### config.mk
export PLATFORM = sky130hd
export DESIGN_NAME = uart_tx
export DESIGN_NICKNAME = d
export VERILOG_FILES = /design/src/rtl/uart_tx.sv
export SDC_FILE = /design/constraint.sdc
export NUM_CORES = 1
export LEC_CHECK = 0
export BUFFER_PORTS_ARGS = -buffer_cell sky130_fd_sc_hd__buf_2
export CORE_AREA = 2 2 41 70
export CTS_CLUSTER_DIAMETER = 80
export DETAILED_ROUTE_END_ITERATION = 10
export DIE_AREA = 0 0 43 72
export PLACE_DENSITY = 0.78
export SLEW_MARGIN = 20
export SYNTH_ARGS = -nofsm -noshare
export SYNTH_HDL_FRONTEND = slang
export SYNTH_SLANG_ARGS = --single-unit
### constraint.sdc
create_clock -name clk -period 5.5 [get_ports clk]
set_clock_uncertainty 0.15 [all_clocks]
set_input_delay 0.825 -clock clk [delete_from_list [all_inputs] [get_ports clk]]
set_output_delay 0.825 -clock clk [all_outputs]
set_load 0.1 [all_outputs]
### src/rtl/uart_tx.sv
// uart_tx: serial transmitter, start + DATA_WIDTH data bits (LSB first)
// + optional even parity + one stop bit. Every bit lasts exactly DIV clocks.
// Optional feature macro: UART_TX_PARITY_EN adds an even-parity bit
// between the last data bit and the stop bit.
//
// Handshake (valid/ready): a byte is transferred on a rising clk edge where
// i_valid && o_ready are both 1. i_data is only looked at on that edge.
// i_valid may be withdrawn at any time without a transfer. o_ready stays
// low for the whole frame; there is no buffering, so upstream must stall.
module uart_tx #(
    parameter int DATA_WIDTH = 8,
    parameter int DIV        = 434
) (
    input  logic                  clk,
    input  logic                  rst,
    input  logic [DATA_WIDTH-1:0] i_data,
    input  logic                  i_valid,
    output logic                  o_ready,
    output logic                  o_txd,
    output logic                  o_busy,
    output logic [2:0]            o_dbg_state
);

    localparam int TW = $clog2(DIV);
    localparam int IW = $clog2(DATA_WIDTH);
    localparam logic [TW-1:0] TIMER_RELOAD = TW'(DIV - 1);
    localparam logic [IW-1:0] LAST_BIT     = IW'(DATA_WIDTH - 1);

    typedef enum logic [2:0] {
        S_IDLE   = 3'd0,
        S_START  = 3'd1,
        S_DATA   = 3'd2,
`ifdef UART_TX_PARITY_EN
        S_PARITY = 3'd3,
`endif
        S_STOP   = 3'd4
    } state_e;

    state_e                state_q, state_d;
    logic [TW-1:0]         timer_q, timer_d;
    logic [IW-1:0]         bit_idx_q, bit_idx_d;
    logic [DATA_WIDTH-1:0] shift_q, shift_d;
    logic                  txd_q, txd_d;
    logic                  ready_q, ready_d;
    logic                  busy_q, busy_d;
    logic                  timer_done;
`ifdef UART_TX_PARITY_EN
    logic                  parity_q, parity_d;
`endif

    assign timer_done = (timer_q == '0);

    // Next-state, bit timer, shifter and registered line/status outputs.
    // txd/ready/busy are computed one cycle early so the pins come from flops.
    always_comb begin
        state_d   = state_q;
        timer_d   = timer_q;
        bit_idx_d = bit_idx_q;
        shift_d   = shift_q;
        txd_d     = txd_q;
        ready_d   = ready_q;
        busy_d    = busy_q;
`ifdef UART_TX_PARITY_EN
        parity_d  = parity_q;
`endif
        case (state_q)
            S_IDLE: begin
                txd_d     = 1'b1;
                ready_d   = 1'b1;
                busy_d    = 1'b0;
                timer_d   = '0;
                bit_idx_d = '0;
                if (i_valid && ready_q) begin
                    state_d  = S_START;
                    timer_d  = TIMER_RELOAD;
                    shift_d  = i_data;
`ifdef UART_TX_PARITY_EN
                    parity_d = ^i_data;
`endif
                    txd_d    = 1'b0;
                    ready_d  = 1'b0;
                    busy_d   = 1'b1;
                end
            end
            S_START: begin
                if (timer_done) begin
                    state_d   = S_DATA;
                    timer_d   = TIMER_RELOAD;
                    bit_idx_d = '0;
                    txd_d     = shift_q[0];
                end else begin
                    timer_d = timer_q - 1'b1;
                end
            end
            S_DATA: begin
                if (timer_done) begin
                    timer_d = TIMER_RELOAD;
                    if (bit_idx_q == LAST_BIT) begin
`ifdef UART_TX_PARITY_EN
                        state_d = S_PARITY;
                        txd_d   = parity_q;
`else
                        state_d = S_STOP;
                        txd_d   = 1'b1;
`endif
                    end else begin
                        // Next bit is shift_q[1]; move it down for the following bit.
                        shift_d   = shift_q >> 1;
                        bit_idx_d = bit_idx_q + 1'b1;
                        txd_d     = shift_q[1];
                    end
                end else begin
                    timer_d = timer_q - 1'b1;
                end
            end
`ifdef UART_TX_PARITY_EN
            S_PARITY: begin
                if (timer_done) begin
                    state_d = S_STOP;
                    timer_d = TIMER_RELOAD;
                    txd_d   = 1'b1;
                end else begin
                    timer_d = timer_q - 1'b1;
                end
            end
`endif
            S_STOP: begin
                if (timer_done) begin
                    // Back to IDLE: one idle-high cycle before the next start bit.
                    state_d = S_IDLE;
                    timer_d = '0;
                    txd_d   = 1'b1;
                    ready_d = 1'b1;
                    busy_d  = 1'b0;
                end else begin
                    timer_d = timer_q - 1'b1;
                end
            end
            default: begin
                // Illegal encoding: recover to a quiet idle line.
                state_d   = S_IDLE;
                timer_d   = '0;
                bit_idx_d = '0;
                txd_d     = 1'b1;
                ready_d   = 1'b1;
                busy_d    = 1'b0;
            end
        endcase
    end

    // State and datapath registers; async reset aborts any frame at once.
    always_ff @(posedge clk or negedge rst) begin
        if (!rst) begin
            state_q   <= S_IDLE;
            timer_q   <= '0;
            bit_idx_q <= '0;
            shift_q   <= '0;
            txd_q     <= 1'b1;
            ready_q   <= 1'b1;
            busy_q    <= 1'b0;
`ifdef UART_TX_PARITY_EN
            parity_q  <= 1'b0;
`endif
        end else begin
            state_q   <= state_d;
            timer_q   <= timer_d;
            bit_idx_q <= bit_idx_d;
            shift_q   <= shift_d;
            txd_q     <= txd_d;
            ready_q   <= ready_d;
            busy_q    <= busy_d;
`ifdef UART_TX_PARITY_EN
            parity_q  <= parity_d;
`endif
        end
    end

    assign o_txd       = txd_q;
    assign o_ready     = ready_q;
    assign o_busy      = busy_q;
    assign o_dbg_state = state_q;

endmodule

# [After elaboration in Yosys (flattened, before gate mapping)]
# Cells that the tools add are included.
[totals] out_inout_bits=6 ff_bits=26 input_bits=11 wordCells=58
[op_classes] muxes=27 n_eq_ne=10 addsub=2 n_reduce_logical=10 bitwise_logic=2
[ops] operator="$mux W9" n=3
[ops] operator="$pmux W9 S3" n=1
[ops] operator="$mux W8" n=3
[ops] operator="$mux W3" n=7
[ops] operator="$pmux W8 S2" n=1
[ops] operator="$ne A2 B2 Y1 const B" n=6
[ops] operator="$pmux W3 S4" n=1
[ops] operator="$logic_not A9 Y1" n=1
[ops] operator="$pmux W3 S3" n=1
[ops] operator="$sub A9 B1 Y9 const B" n=1
[ops] operator="$reduce_and A4 Y1" n=2
[ops] operator="$mux W1" n=7
[ops] operator="$eq A3 B3 Y1 const B" n=2
[ops] operator="$pmux W1 S3" n=2
[ops] operator="$reduce_and A5 Y1" n=1
[ops] operator="$pmux W1 S4" n=1
[ops] operator="$add A3 B1 Y3 const B" n=1
[ops] operator="$eq A3 B1 Y1 const B" n=1
[ops] operator="$eq A3 B2 Y1 const B" n=1
[ops] operator="$logic_not A3 Y1" n=1
[ops] operator="$reduce_and A3 Y1" n=1
[ops] operator="$not A1 Y1" n=2
[ops] operator="$reduce_and A2 Y1" n=1
[ops] operator="$reduce_bool A2 Y1" n=1
[ops] operator="other kinds (2)" n=2

# [Logic depth before layout (Yosys ltp)]
[depth] word_depth=4 ltp_mapped=6 ltp_nobuf=6

# [Worst setup path before layout]
# Ideal clock, no wire load.
[synth_timing] path_type="reg2reg" start="register state_q[1] (netlist: o_dbg_state[1])" end="register shift_q[0]" path_stages_with_launch=5 setup_slack_ns=3.015 n_path_buf=0 setup_time_ns=0.125 arrival_time_ns=2.210 t_required_ns=5.225 period_less_slack_ns=2.485 path_cell_list="dfrtp_1 -> or3b_4 -> nor2_4 -> a2bb2oi_4 -> mux2_4"
[synth_between] elab_chain_cells=3 elab_cells_between_ends=8 cone_classes="4 x eq/ne; 1 x mux; 3 x reduce/logical"
[synth_rtl] item="start: declaration" line_no="39" rtl="state_e state_q, state_d;"
[synth_rtl] item="start signal: assignment" line_no="165" rtl="state_q <= state_d;"
[synth_rtl] item="$eq A3 B2 Y1 or $logic_not A3 Y1 (tied branches)" line_no="66" rtl="case (state_q)"
[synth_rtl] item="$ne A2 B2 Y1 (no line) or $reduce_bool A2 Y1 (tied branches)"
[synth_rtl] item="$reduce_and A4 Y1 (no line)"
[synth_rtl] item="end signal: assignment" line_no="168" rtl="shift_q <= shift_d;"
[synth_rtl] item="end: declaration" line_no="42" rtl="logic [DATA_WIDTH-1:0] shift_q, shift_d;"
# Parallel ways exist; a longest one is shown, timed or not.
# A chain may end at the register's enable or synchronous reset.

# [Worst setup path in the final report]
[layout_timing] start="register state_q[2] (netlist: o_dbg_state[2])" end="output o_dbg_state[2]"
[layout_lines] item="end: declaration" line_no="21" rtl="output logic [2:0] o_dbg_state"
# No word-level cell between the ends.

==> metrics.txt <==
share of post-route cells with drive strength above 1=32.6%; run status=finished clean; drt initial violations=9; async set-or-reset flop fraction in the synthesized netlist=100%; final worst slack=~3100 ps; Final Total Pwr=around 0.36 mW; Post-Synthesis Cell Area=~1400 µm²; category of cells accounting for the largest share of critical-path delay=flip-flops; slowest CP cell=dfrtp_1; number of cells after detailed placement=about 170; via density per instance=between 5 and 6; power density of the placed cells=around 220 nW/µm²; number of max-slew violations in the final report=0; # Max-Cap Violations=0; Post-Syn Instances=127; Port Buffer Count=16; root buf cell=clkbuf_8; Initial DRT Pass Iterations=4; area of the die=~3100 µm²; sort of element at the start of the critical path=flip-flop; Leak=a little under 0.8 nW; fin crit share=a little over two fifths; Post-CTS Setup Bufs=0; horizontal die dimension=between 40 and 50 µm; biggest area consumer among synthesized cells=dfrtp_1; floorplan core area=2520 µm²; number of global-route vias before repair=about 1100; fraction of post-synthesis cell area in the top cell type by area=between 40% and 50%; classification of the worst setup path=reg -> out; register clock-pin slew on the reported worst setup and hold paths=roughly 90 ps; worst endpoint required time=between 4000 and 5000 ps; post-synthesis sequential area ratio=a little under half; count of unresolved DRC violations after routing=0; RSZ-0062 raised after global routing=no; Final Hold Viols=0; TritonCTS buffer count=3; buffer levels on the longest clock path=2; antenna-violating nets left=0; Boundary Pins=17; global-route usage over all layers=a little over a fifth; number of distinct library cells after synthesis=46; number of flops mapped to enable cells by yosys=0; type of the worst min-delay path=reg -> reg; post-route worst hold slack=~370 ps; maximum frequency from static timing analysis=~420 MHz; number of warnings issued by yosys=0; total nets after synthesis=around 140; final-layout setup total negative slack=0 ps; overall die height=roughly 70 µm; Worst Setup Slack post-DPL=between 3000 and 4000 ps; number of antenna violations at the first check in global routing=0; layout overhead on the synthesized area=11.4%; number of sinks on the clock net=26; total global routing overflow=0; ranking of synthesized cells by area=dfrtp_1 (42%), mux2_4 (14%), dfstp_2 (3.6%), nor2_1 (3.1%), o21ai_0 (2.8%); HPWL after detailed placement=around 2.1 mm; Total Wirelength=around 2.8 mm; maximum number of pins on one net before global-route repair=27; chain of cells forming the critical path=buf_2; clock latency on the worst-skew pair=roughly 270 ps; crit path max fanout=15; antenna cell count=0; number of cells on the worst reg-to-reg path=4; total of hold buffers inserted after clock tree synthesis=0; pin slew with the least headroom to its limit=~620 ps; post-synthesis register bit count=26; # rows=24; Syn Area/Cell=about 11 µm²; CP max stage delay=~630 ps; worst supply voltage drop on vdd=around 0.00017 V; number of resized instances in the post-cts repair step=0; non-filler instance count after layout=170; most frequent cells in the layout=dfrtp_1 (24), buf_2 (16), mux2_4 (13); sort of element at the end of the critical path=output port; Synth Flop Type=dfrtp_1; Placer Congestion=approximately 0.79; wire length of the first global-routing pass=between 5 and 6 mm; most common cell after layout, fill and taps aside=dfrtp_1; headroom to the max-slew limit=between 50% and 60%; Buffers & Inverters on Critical Path=1; H-tree level count=1; worst hold path depth=1; Initial Utilization=around 57%; Stages on worst setup path=1; number of failing setup endpoints in the final timing report=0; TritonCTS clock tree=built; final-stage net count=between 150 and 200; Vias=roughly 1000; fin crit period=2400 ps; detailed-route wire length per cell=about 16 µm; signal arrival time at the worst endpoint=between 1000 and 1500 ps
-- cell type report --
cell class              instances  area (µm²)
flip-flops and latches         26         653
well taps                      26        32.5
repair buffers                 16        80.1
clock buffers                   3        41.3
clock inverters                 1        30.0
fillers                       209         918
inverters                       5        18.8
multi-input cells              93         748
-- routing by layer --
metal | wire (µm) | vias up | GRT usage (%) | part of all wire (%)
met5 | 0 | - | 0 | 0
met2 | 1510 | 20 | 35.5 | 55
met1 | 1120 | 496 | 26.5 | 41
li1 | - | 492 | - | -
met4 | 47 | 0 | 9.76 | 1.7
met3 | 87 | 4 | 2.99 | 3.2
-- cell usage after synthesis (all sizes together), types with 3 or more instances --
master,n
a21oi,7
dfrtp,24
ha,3
inv,5
mux2,15
nand2,8
nor2,13
nor3,4
o21ai,10
or4,3
-- registers in the layout, indices dropped and copies added, names as in the netlist --
signal,cells
o_busy,1
timer_q,9
shift_q,8
o_ready,1
o_dbg_state,3
bit_idx_q,3
o_txd,1
-- cell families (layout without fill, tap and decap cells) --
logic type,after synthesis,after routing,synth area share (%)
XOR/XNOR,3,3,1.82
buffers and inverters,8,25,2.69
AO/OA/AOI/OAI,28,28,13.6
multiplexers,16,16,15.8
AND/OR/NAND/NOR,43,43,18.1
flip-flops,26,26,45.4
adder cells (fa/ha/maj),3,3,2.61
-- worst paths after layout --
kind	start	slack [ps]	to
max	o_dbg_state[2]	3100	o_dbg_state[2]
min	bit_idx_q[1]	370	bit_idx_q[1]
max reg2reg	o_dbg_state[2]	3240	o_txd
min reg2reg	bit_idx_q[1]	370	bit_idx_q[1]
max in group asynchronous	rst	4430	timer_q[6]
min in group asynchronous	rst	390	timer_q[0]
-- per-stage QoR --
stage	utilization (%)	instance area, µm²
6_report	63.6	1600
4_1_cts	63.6	1600
2_1_floorplan	-	1440
3_3_place_gp	60.8	1530
5_1_grt	63.6	1600
3_5_place_dp	60.8	1530
-- power by group --
group	switching (mW)	internal, mW	total, mW
Clock	0.0601	0.0974	0.157
Sequential	0	0.191	0.191
Combinational	0.00589	0.00582	0.0117
No activity file was read; power rests on OpenSTA's default activity.
